## config.mk

```make
export PLATFORM = sky130hd
export DESIGN_NAME = beep_driver
export DESIGN_NICKNAME = d
export VERILOG_FILES = /design/src/rtl/beep_pkg.sv /design/src/rtl/beep_tone_gen.sv /design/src/rtl/beep_driver.sv
export SDC_FILE = /design/constraint.sdc
export NUM_CORES = 1
export LEC_CHECK = 0
export ABC_AREA = 1
export CAP_MARGIN = 20
export CORE_ASPECT_RATIO = 1.2
export CORE_MARGIN = 4
export CORE_UTILIZATION = 25
export DETAILED_ROUTE_END_ITERATION = 6
export HOLD_SLACK_MARGIN = 0.12
export SYNTH_ARGS = -nofsm -noshare
export SYNTH_HDL_FRONTEND = slang
export SYNTH_SLANG_ARGS = --single-unit
```

## constraint.sdc

```tcl
create_clock -name sys_clk -period 3 [get_ports sys_clk]
set_clock_uncertainty 0.2 [all_clocks]
set_input_delay 0.45 -clock sys_clk [delete_from_list [all_inputs] [get_ports sys_clk]]
set_output_delay 0.45 -clock sys_clk [all_outputs]
set_load 0.05 [all_outputs]
```

## src/rtl/beep_pkg.sv

```systemverilog
// Shared types and default timing for the key-press buzzer driver.
package beep_pkg;

    typedef enum logic [1:0] {
        IDLE = 2'd0,
        ON   = 2'd1,
        GAP  = 2'd2
    } state_t;

    // Defaults for a 50 MHz sys_clk: 2 kHz tone, 100 ms bursts and gaps.
    localparam int TONE_HALF_DEF  = 12500;
    localparam int ON_CYCLES_DEF  = 5000000;
    localparam int GAP_CYCLES_DEF = 5000000;
    localparam int NUM_W_DEF      = 3;

endpackage

```

## src/rtl/beep_tone_gen.sv

```systemverilog
// Square-wave tone generator: starts high on restart, toggles every TONE_HALF
// enabled clocks, and is held low with a cleared counter whenever disabled.
module beep_tone_gen
    import beep_pkg::*;
#(
    parameter int TONE_HALF = TONE_HALF_DEF
) (
    input  logic sys_clk,
    input  logic sys_rst,
    input  logic en,
    input  logic restart,
    output logic tone
);

    localparam int TW = $clog2(TONE_HALF + 1);
    localparam logic [TW-1:0] HALF_LAST = TW'(TONE_HALF - 1);

    logic [TW-1:0] tone_cnt;

    always_ff @(posedge sys_clk) begin
        if (sys_rst) begin
            tone_cnt <= '0;
            tone     <= 1'b0;
        end else if (restart) begin
            tone_cnt <= '0;
            tone     <= 1'b1;
        end else if (en) begin
            if (tone_cnt == HALF_LAST) begin
                tone_cnt <= '0;
                tone     <= ~tone;
            end else begin
                tone_cnt <= tone_cnt + TW'(1);
            end
        end else begin
            tone_cnt <= '0;
            tone     <= 1'b0;
        end
    end

endmodule

```

## src/rtl/beep_driver.sv

```systemverilog
// Buzzer driver: each falling edge of the debounced key plays beep_num tone
// bursts separated by silent gaps, reporting busy and a done pulse.
//
//   state | meaning
//   IDLE  | silent, waiting for a key press
//   ON    | tone burst, ON_CYCLES clocks
//   GAP   | silence between bursts, GAP_CYCLES clocks
module beep_driver
    import beep_pkg::*;
#(
    parameter int TONE_HALF  = TONE_HALF_DEF,
    parameter int ON_CYCLES  = ON_CYCLES_DEF,
    parameter int GAP_CYCLES = GAP_CYCLES_DEF,
    parameter int NUM_W      = NUM_W_DEF
) (
    input  logic             sys_clk,
    input  logic             sys_rst,
    input  logic             key_filter,
    input  logic [NUM_W-1:0] beep_num,
    output logic             beep,
    output logic             busy,
    output logic             done
);

    localparam int DUR_MAX = (ON_CYCLES > GAP_CYCLES) ? ON_CYCLES : GAP_CYCLES;
    localparam int DUR_W   = $clog2(DUR_MAX + 1);
    localparam logic [DUR_W-1:0] ON_LAST  = DUR_W'(ON_CYCLES - 1);
    localparam logic [DUR_W-1:0] GAP_LAST = DUR_W'(GAP_CYCLES - 1);

    state_t             state;
    state_t             state_next;
    logic [DUR_W-1:0]   dur_cnt;
    logic [DUR_W-1:0]   dur_next;
    logic [NUM_W-1:0]   rem;
    logic [NUM_W-1:0]   rem_next;
    logic               key_d;
    logic               press;
    logic               busy_next;
    logic               done_next;
    logic               tone_en;
    logic               tone_restart;

    assign press = key_d & ~key_filter;

    always_ff @(posedge sys_clk) begin
        if (sys_rst) begin
            state   <= IDLE;
            dur_cnt <= '0;
            rem     <= '0;
            key_d   <= 1'b1;
            busy    <= 1'b0;
            done    <= 1'b0;
        end else begin
            state   <= state_next;
            dur_cnt <= dur_next;
            rem     <= rem_next;
            key_d   <= key_filter;
            busy    <= busy_next;
            done    <= done_next;
        end
    end

    always_comb begin
        state_next = state;
        dur_next   = dur_cnt + DUR_W'(1);
        rem_next   = rem;
        done_next  = 1'b0;
        case (state)
            IDLE: begin
                dur_next = '0;
                if (press) begin
                    rem_next   = (beep_num == '0) ? NUM_W'(1) : beep_num;
                    state_next = ON;
                end
            end
            ON: begin
                if (dur_cnt == ON_LAST) begin
                    dur_next = '0;
                    if (rem > NUM_W'(1)) begin
                        rem_next   = rem - NUM_W'(1);
                        state_next = GAP;
                    end else begin
                        rem_next   = '0;
                        state_next = IDLE;
                        done_next  = 1'b1;
                    end
                end
            end
            GAP: begin
                if (dur_cnt == GAP_LAST) begin
                    dur_next   = '0;
                    state_next = ON;
                end
            end
            default: begin
                dur_next   = '0;
                state_next = IDLE;
            end
        endcase
        busy_next = (state_next != IDLE);
    end

    // Tone phase restarts high at every ON entry and is forced low outside ON.
    assign tone_restart = (state_next == ON) && (state != ON);
    assign tone_en      = (state_next == ON) && (state == ON);

    beep_tone_gen #(
        .TONE_HALF (TONE_HALF)
    ) u_tone (
        .sys_clk (sys_clk),
        .sys_rst (sys_rst),
        .en      (tone_en),
        .restart (tone_restart),
        .tone    (beep)
    );

endmodule
```

==> results of run 1 <==
[per-stage QoR]
step,power (µW),setup slack (ns)
after global routing,1370,0.679
after global placement,759,0.851
final,1300,0.885
after floorplan,735,1.10
after detailed placement,763,0.820
after CTS,1330,0.873
[logic make-up (layout without fill, tap and decap cells)]
logic type / count (synthesis) / after routing / synth area share
AO/OA/AOI/OAI: 31 / 31 / 0.0679
flip-flops: 46 / 46 / 0.370
AND/OR/NAND/NOR: 166 / 166 / 0.358
adder cells (fa/ha/maj): 8 / 8 / 0.0402
buffers and inverters: 60 / 74 / 0.101
XOR/XNOR: 18 / 18 / 0.0633
[cell usage in the layout, fill, tap and decap left out]
cell type        instances
a211oi_1                 2
a21oi_1                 14
and2_2                   1
buf_4                    1
clkbuf_16                5
clkbuf_8                 1
clkdlybuf4s50_1          8
clkinv_1                 2
clkinv_2                 1
clkinvlp_4               1
dfxtp_1                 46
ha_1                     8
inv_1                   50
inv_2                    5
nand2_1                 52
nand2_2                  3
nand2_4                  2
nand3_1                 17
nand3_2                  6
nand3_4                  1
nand4_1                  5
nor2_1                  43
nor2_2                   7
nor2_4                  14
nor3_1                   9
nor3_2                   2
nor4_1                   1
o21a_1                   2
o21ai_0                 10
o22ai_1                  3
or2_2                    3
xnor2_1                  6
xor2_1                  12
[cell type report]
cell class / instances / area share
multi-input combinational: 223 / 0.463
clock buffer: 6 / 0.0488
clock inverter: 2 / 0.00440
timing repair buffer: 9 / 0.0308
tap: 123 / 0.0541
inverter: 57 / 0.0752
sequential: 46 / 0.324
[worst max-delay path, cell delays in order, from the launching register on]
cell and delay [ns]:
dfxtp_1 0.39, inv_1 0.09, ha_1 0.30, or2_2 0.33, nand2_1 0.08, nand2_1 0.05, nand2_1 0.06, nand2_2 0.07
nor2_4 0.13, nand2_4 0.20, nor2_1 0.14
[path summary, 6_finish.rpt]
| check | from | to | slack [ns] | cells past startpoint |
|---|---|---|---|---|
| max | state[1] | u_tone.tone_cnt[10] | 0.88 | 10 |
| min | dur_cnt[0] | dur_cnt[0] | 0.26 | 1 |
| max reg2reg | state[1] | u_tone.tone_cnt[10] | 0.88 | 10 |
| min reg2reg | dur_cnt[0] | dur_cnt[0] | 0.26 | 1 |
[where the power goes]
group          internal [µW]  switching [µW]  total (µW)
Combinational           43.1            71.2         114
Sequential               623            9.59         633
Clock                    330             225         555
[per-layer routing]
layer  GRT usage  part of all wire  wire length (µm)
met4      0.0355            0.0091                39
met3      0.0196             0.023               100
met5           0                 0                 0
met2       0.148              0.50              2170
met1      0.0876              0.46              2000
[flip-flops by register name, indices dropped and copies added, names as in the netlist]
signal / cells
dur_cnt: 23
key_d: 1
busy: 1
done: 1
u_tone.tone_cnt: 14
u_tone.tone: 1
state: 2
rem: 3
==> key figures, run 1 <==
Pwr
  • Pwr Density: 458 mW/mm²
  • Max IR drop VDD: 0.198 mV
  • Lkg Pwr: 0.000996 µW

Detailed routing
  • Post-Route WL: 4.30 mm
  • # DRC: 0
  • Final ANT Viol Nets: 0
  • Via Count: 1938
  • Drt pass-1 iters: 4
  • DRC marker count from the first detailed-route iteration: 46
  • WL per Instance: 9.23 µm
  • Vias per cell: 4.16

STA
  • RSZ-0062 raised after global routing: false
  • Fmax: 473 MHz
  • Fin. max-slew vios: 0
  • Slew @ Worst Pin: 0.491 ns
  • Final min period: 2.12 ns
  • Fin Hold WS: 0.260 ns
  • Worst slew margin relative to its limit: 0.672
  • Final setup vio count: 0
  • Period utilisation layout: 0.705
  • Setup tns final: 0 ns
  • Final hold vios: 0

Clock tree
  • Sink Count: 46
  • H-tree depth: 2
  • Root Buffer: clkbuf_16
  • Latest clock arrival within the worst-skew pair: 0.29 ns
  • Resized cells post-CTS: 0
  • CTS Buf Count: 5
  • Clk slew on worst S/H paths: 0.06 ns
  • Max Root-Sink Buffers: 2
  • CTS tree: built
  • Post-CTS Setup Inserts: 0
  • CTS Hold Bufs: 0

Finish
  • Share of cells above drive strength 1: 0.155
  • # diodes: 0
  • Layout Cells excl Fill: 466
  • Fillers: 1016
  • Post-layout util: 0.296
  • Area occupied by multi-input gates: 0.00132 mm²
  • Post-layout instance area: 0.00285 mm²
  • Register area: 921 µm²
  • Area grow syn2layout: 14.3%
  • Layout Nets: 356

Status
  • Status: finished clean

Synth
  • Post-synth top cells: nand2_1, inv_1, dfxtp_1, nor2_1, nand3_1
  • Syn nets: 343
  • Synth area leaders: dfxtp_1, nand2_1, inv_1
  • Synth Flop Type: dfxtp_1
  • Gate count of the mapped netlist: 329
  • YS warnings: 0
  • Cell taking the most area after synthesis: dfxtp_1
  • Synthesized area: 0.00249 mm²
  • Async S/R FF share, synth: 0
  • Synth top area share: 0.370
  • Yosys reg bits: 46
  • Most common cell in the netlist: nand2_1
  • EDFF count, synth: 0
  • Library cells used by synthesis: 30
  • Sequential share of the synthesized area: 0.370
  • Syn_area_per_cell: 7.56 µm²

Placement
  • Inst Count DP: 458
  • Area after DPL: 0.00269 mm²
  • I/O Buffers: 8
  • Dpl hpwl: 3.34 mm
  • Final Wtd Congestion: 0.786

Setup path
  • Maximum fanout along the worst path: 14
  • CP arrival: 2.14 ns
  • Crit path capture type: flip-flop
  • Crit path kind: reg -> reg
  • WP data required: 3.02 ns
  • Startpoint Class: flip-flop

Global route
  • Largest net degree at the start of global routing: 15
  • Gr ovfl total: 0
  • Total global-route track usage: 0.0805
  • First-pass GRT wire length: 7.62 mm
  • Antenna violations before repair: 0
  • Vias in the first global route: 1864

Floorplanning
  • Die height: 117 µm
  • Die area: 0.0116 mm²
  • DIE WIDTH: 99.1 µm
  • Core box area: 0.00961 mm²
  • Initial core utilization: 0.259
  • Core Rows: 39
  • Io pins: 9

Flow run
  • Maximum Capacitance Violations: 0

Hold path
  • Hold WC Path Type: reg -> reg
Note: power is estimated with default switching activity, not from simulation.
==> run 2: changes to the inputs <==
==> constraint.sdc (replaced) <==
create_clock -name sys_clk -period 1.85 [get_ports sys_clk]
set_clock_uncertainty 0.2 [all_clocks]
set_input_delay 0.2775 -clock sys_clk [delete_from_list [all_inputs] [get_ports sys_clk]]
set_output_delay 0.2775 -clock sys_clk [all_outputs]
set_load 0.05 [all_outputs]
==> run 2 against run 1 <==
  * Global-route usage up 0.42 points
  * Design area increased by 16%
  * Critical path depth is 2 higher
  * Die area is the same
  * Cell count up 6.2%
  * Flip-flop and latch count unchanged
  * Utilization rose by 4.7 points
  * Setup slack lost 0.84 ns
  * Via count is 6.9% higher
  * First-iteration DRC count increased by 20%
==> key figures, run 2 (synthesis results as in run 1) <==
Floorplanning
  • Io pins: 9 (unchanged)
  • Core Rows: 39 (unchanged)
  • Die height: 117 µm (unchanged)
  • DIE WIDTH: 99.1 µm (unchanged)
  • Die area: 0.0116 mm² (unchanged)
  • Initial core utilization: 0.259 (unchanged)
  • Core box area: 0.00961 mm² (unchanged)

Finish
  • Share of cells above drive strength 1: 0.347 (was 0.155)
  • Max reg flops: 23 (unchanged)
  • Area grow syn2layout: 32.3% (was 14.3%)
  • Reg with most FFs: dur_cnt (unchanged)
  • Leading registers by flop count: dur_cnt x23, u_tone.tone_cnt x14, rem x3 (unchanged)
  • Post-layout util: 0.343 (was 0.296)
  • Layout Cells excl Fill: 495 (was 466)
  • Most common cell after layout, fill and taps aside: nand2_1 (unchanged)
  • Layout Nets: 385 (was 356)
  • # diodes: 0 (unchanged)
  • Commonest non-fill, non-tap cells in the layout: nand2_1, inv_1, dfxtp_1, buf_4, nor2_1 (was nand2_1, inv_1, dfxtp_1, nor2_1, nand3_1)
  • Post-layout instance area: 0.00329 mm² (was 0.00285 mm²)

Pwr
  • Pwr Density: 729 mW/mm² (was 458 mW/mm²)
  • Switching power total: 509 µW (was 306 µW)
  • Clock share of power: 0.476 (was 0.426)
  • Lkg Pwr: 0.00121 µW (was 0.000996 µW)
  • Sequential power share: 0.428 (was 0.486)
  • Cell internal pwr: 1890 µW (was 996 µW)
  • Max IR drop VDD: 0.555 mV (was 0.198 mV)
  • Combinational Power Share: 0.097 (was 0.088)
  • Sw Share: 0.212 (was 0.235)

Global route
  • First-pass GRT wire length: 8.20 mm (was 7.62 mm)
  • Gr ovfl total: 0 (unchanged)
  • Total global-route track usage: 0.0847 (was 0.0805)
  • Largest net degree at the start of global routing: 16 (was 15)
  • Antenna violations before repair: 0 (unchanged)
  • Vias in the first global route: 2009 (was 1864)

STA
  • Final setup vio count: 0 (unchanged)
  • Worst slew margin relative to its limit: 0.811 (was 0.672)
  • Final min period: 1.81 ns (was 2.12 ns)
  • Fin. max-slew vios: 0 (unchanged)
  • Fmax: 553 MHz (was 473 MHz)
  • RSZ-0062 raised after global routing: true (was false)
  • Setup tns final: 0 ns (unchanged)
  • Post-route setup slack: 0.0419 ns (was 0.885 ns)
  • Final hold vios: 0 (unchanged)
  • Period utilisation layout: 0.977 (was 0.705)
  • Slew @ Worst Pin: 0.281 ns (was 0.491 ns)

Clock tree
  • CTS Buf Count: 5 (unchanged)
  • Sink Count: 46 (unchanged)
  • Root Buffer: clkbuf_16 (unchanged)
  • CTS tree: built (unchanged)
  • Latest clock arrival within the worst-skew pair: 0.28 ns (was 0.29 ns)
  • Clk slew on worst S/H paths: 0.06 ns (about the same)
  • Max Root-Sink Buffers: 2 (unchanged)
  • CTS Hold Bufs: 0 (unchanged)
  • H-tree depth: 2 (unchanged)

Status
  • Status: finished clean (unchanged)

Setup path
  • Startpoint Class: flip-flop (unchanged)
  • Crit path kind: reg -> reg (unchanged)
  • Crit-path cells: inv_1 > nand3_1 > nor2_2 > nand3_2 > nand2_1 > nand2_1 > nand3_2 > nand2_4 > nor2_4 > nand2_4 > buf_12 > nor2_4 (was inv_1 > ha_1 > or2_2 > nand2_1 > nand2_1 > nand2_1 > nand2_2 > nor2_4 > nand2_4 > nor2_1)
  • CP arrival: 1.83 ns (was 2.14 ns)
  • Maximum fanout along the worst path: 8 (was 14)
  • Highest-delay cell along the critical path: dfxtp_1 (unchanged)
  • CP max stage delay: 0.31 ns (was 0.39 ns)
  • WP data required: 1.87 ns (was 3.02 ns)
  • Crit path capture type: flip-flop (unchanged)

Detailed routing
  • DRC marker count from the first detailed-route iteration: 55 (was 46)
  • Vias per cell: 4.19 (was 4.16)
  • WL per Instance: 9.73 µm (was 9.23 µm)
  • Via Count: 2072 (was 1938)
  • # DRC: 0 (unchanged)
  • Drt pass-1 iters: 5 (was 4)
  • Post-Route WL: 4.82 mm (was 4.30 mm)
  • Final ANT Viol Nets: 0 (unchanged)

Placement
  • I/O Buffers: 8 (unchanged)
  • Dpl hpwl: 3.52 mm (was 3.34 mm)
  • Area after DPL: 0.00287 mm² (was 0.00269 mm²)
  • Worst slack, placed: -0.0625 ns (was 0.820 ns)
  • Inst Count DP: 481 (was 458)
  • Final Wtd Congestion: 0.818 (was 0.786)

Hold path
  • Hold WC Path Type: reg -> reg (unchanged)

Flow run
  • Maximum Capacitance Violations: 0 (unchanged)
[run 2: cell types whose count changed in the layout (fill, tap and decap cells not counted), sizes merged]
cell and change:
bufinv +2, clkinvlp -1, buf +32, clkbuf -1
clkdlybuf4s50 -3
[run 2: power by group through the flow]
stage               Clock (µW)  Combinational, µW  Sequential (µW)
CTS                       1180                227             1020
finish                    1140                232             1030
global placement             0                222             1050
detailed placement           0                224             1050
floorplan                    0                130             1060
global route              1210                262             1030
[run 2: layer usage]
| metal | track usage | up-vias | wire [µm] |
|---|---|---|---|
| li1 | - | 1111 | - |
| met1 | 0.0983 | 947 | 2120 |
| met2 | 0.157 | 9 | 2550 |
| met3 | 0.0178 | 5 | 96 |
| met4 | 0.0246 | 0 | 51 |
| met5 | 0 | - | 0 |
[run 2: critical path: cells and delay by family, from the launching register on]
family / cells / cell delay, ns
buffers and inverters: 2 / 0.26
DFF: 1 / 0.31
and+or+nand+nor: 10 / 0.97
[run 2: worst paths after layout]
| path | from | endpoint | slack, ns | cells past startpoint |
|---|---|---|---|---|
| min | dur_cnt[8] | dur_cnt[8] | 0.28 | 2 |
| max | dur_cnt[20] | u_tone.tone_cnt[1] | 0.04 | 12 |
| max reg2reg | dur_cnt[20] | u_tone.tone_cnt[1] | 0.04 | 12 |
| min reg2reg | dur_cnt[8] | dur_cnt[8] | 0.28 | 2 |
[run 2: per-stage QoR]
step / total power (µW) / hold slack [ns]
after floorplan: 1190 / 0.142
after global placement: 1270 / 0.265
after detailed placement: 1270 / 0.274
after CTS: 2430 / 0.284
after global routing: 2500 / 0.309
final: 2400 / 0.280
[run 2: area by class of cell]
cell class                 count  area, µm²
inverter                      57        214
clock buffer                   5        125
tap                          123        154
multi-input combinational    223       1480
sequential                    46        936
fill                         988       6320
timing repair buffer          38        318
clock inverter                 3       68.8
[run 2: timing repair]
action                     4_1_cts  5_1_grt
pin swaps                        2       10
setup endpoints to repair       14       27
gates resized for setup          5       52
setup buffers                    1        5
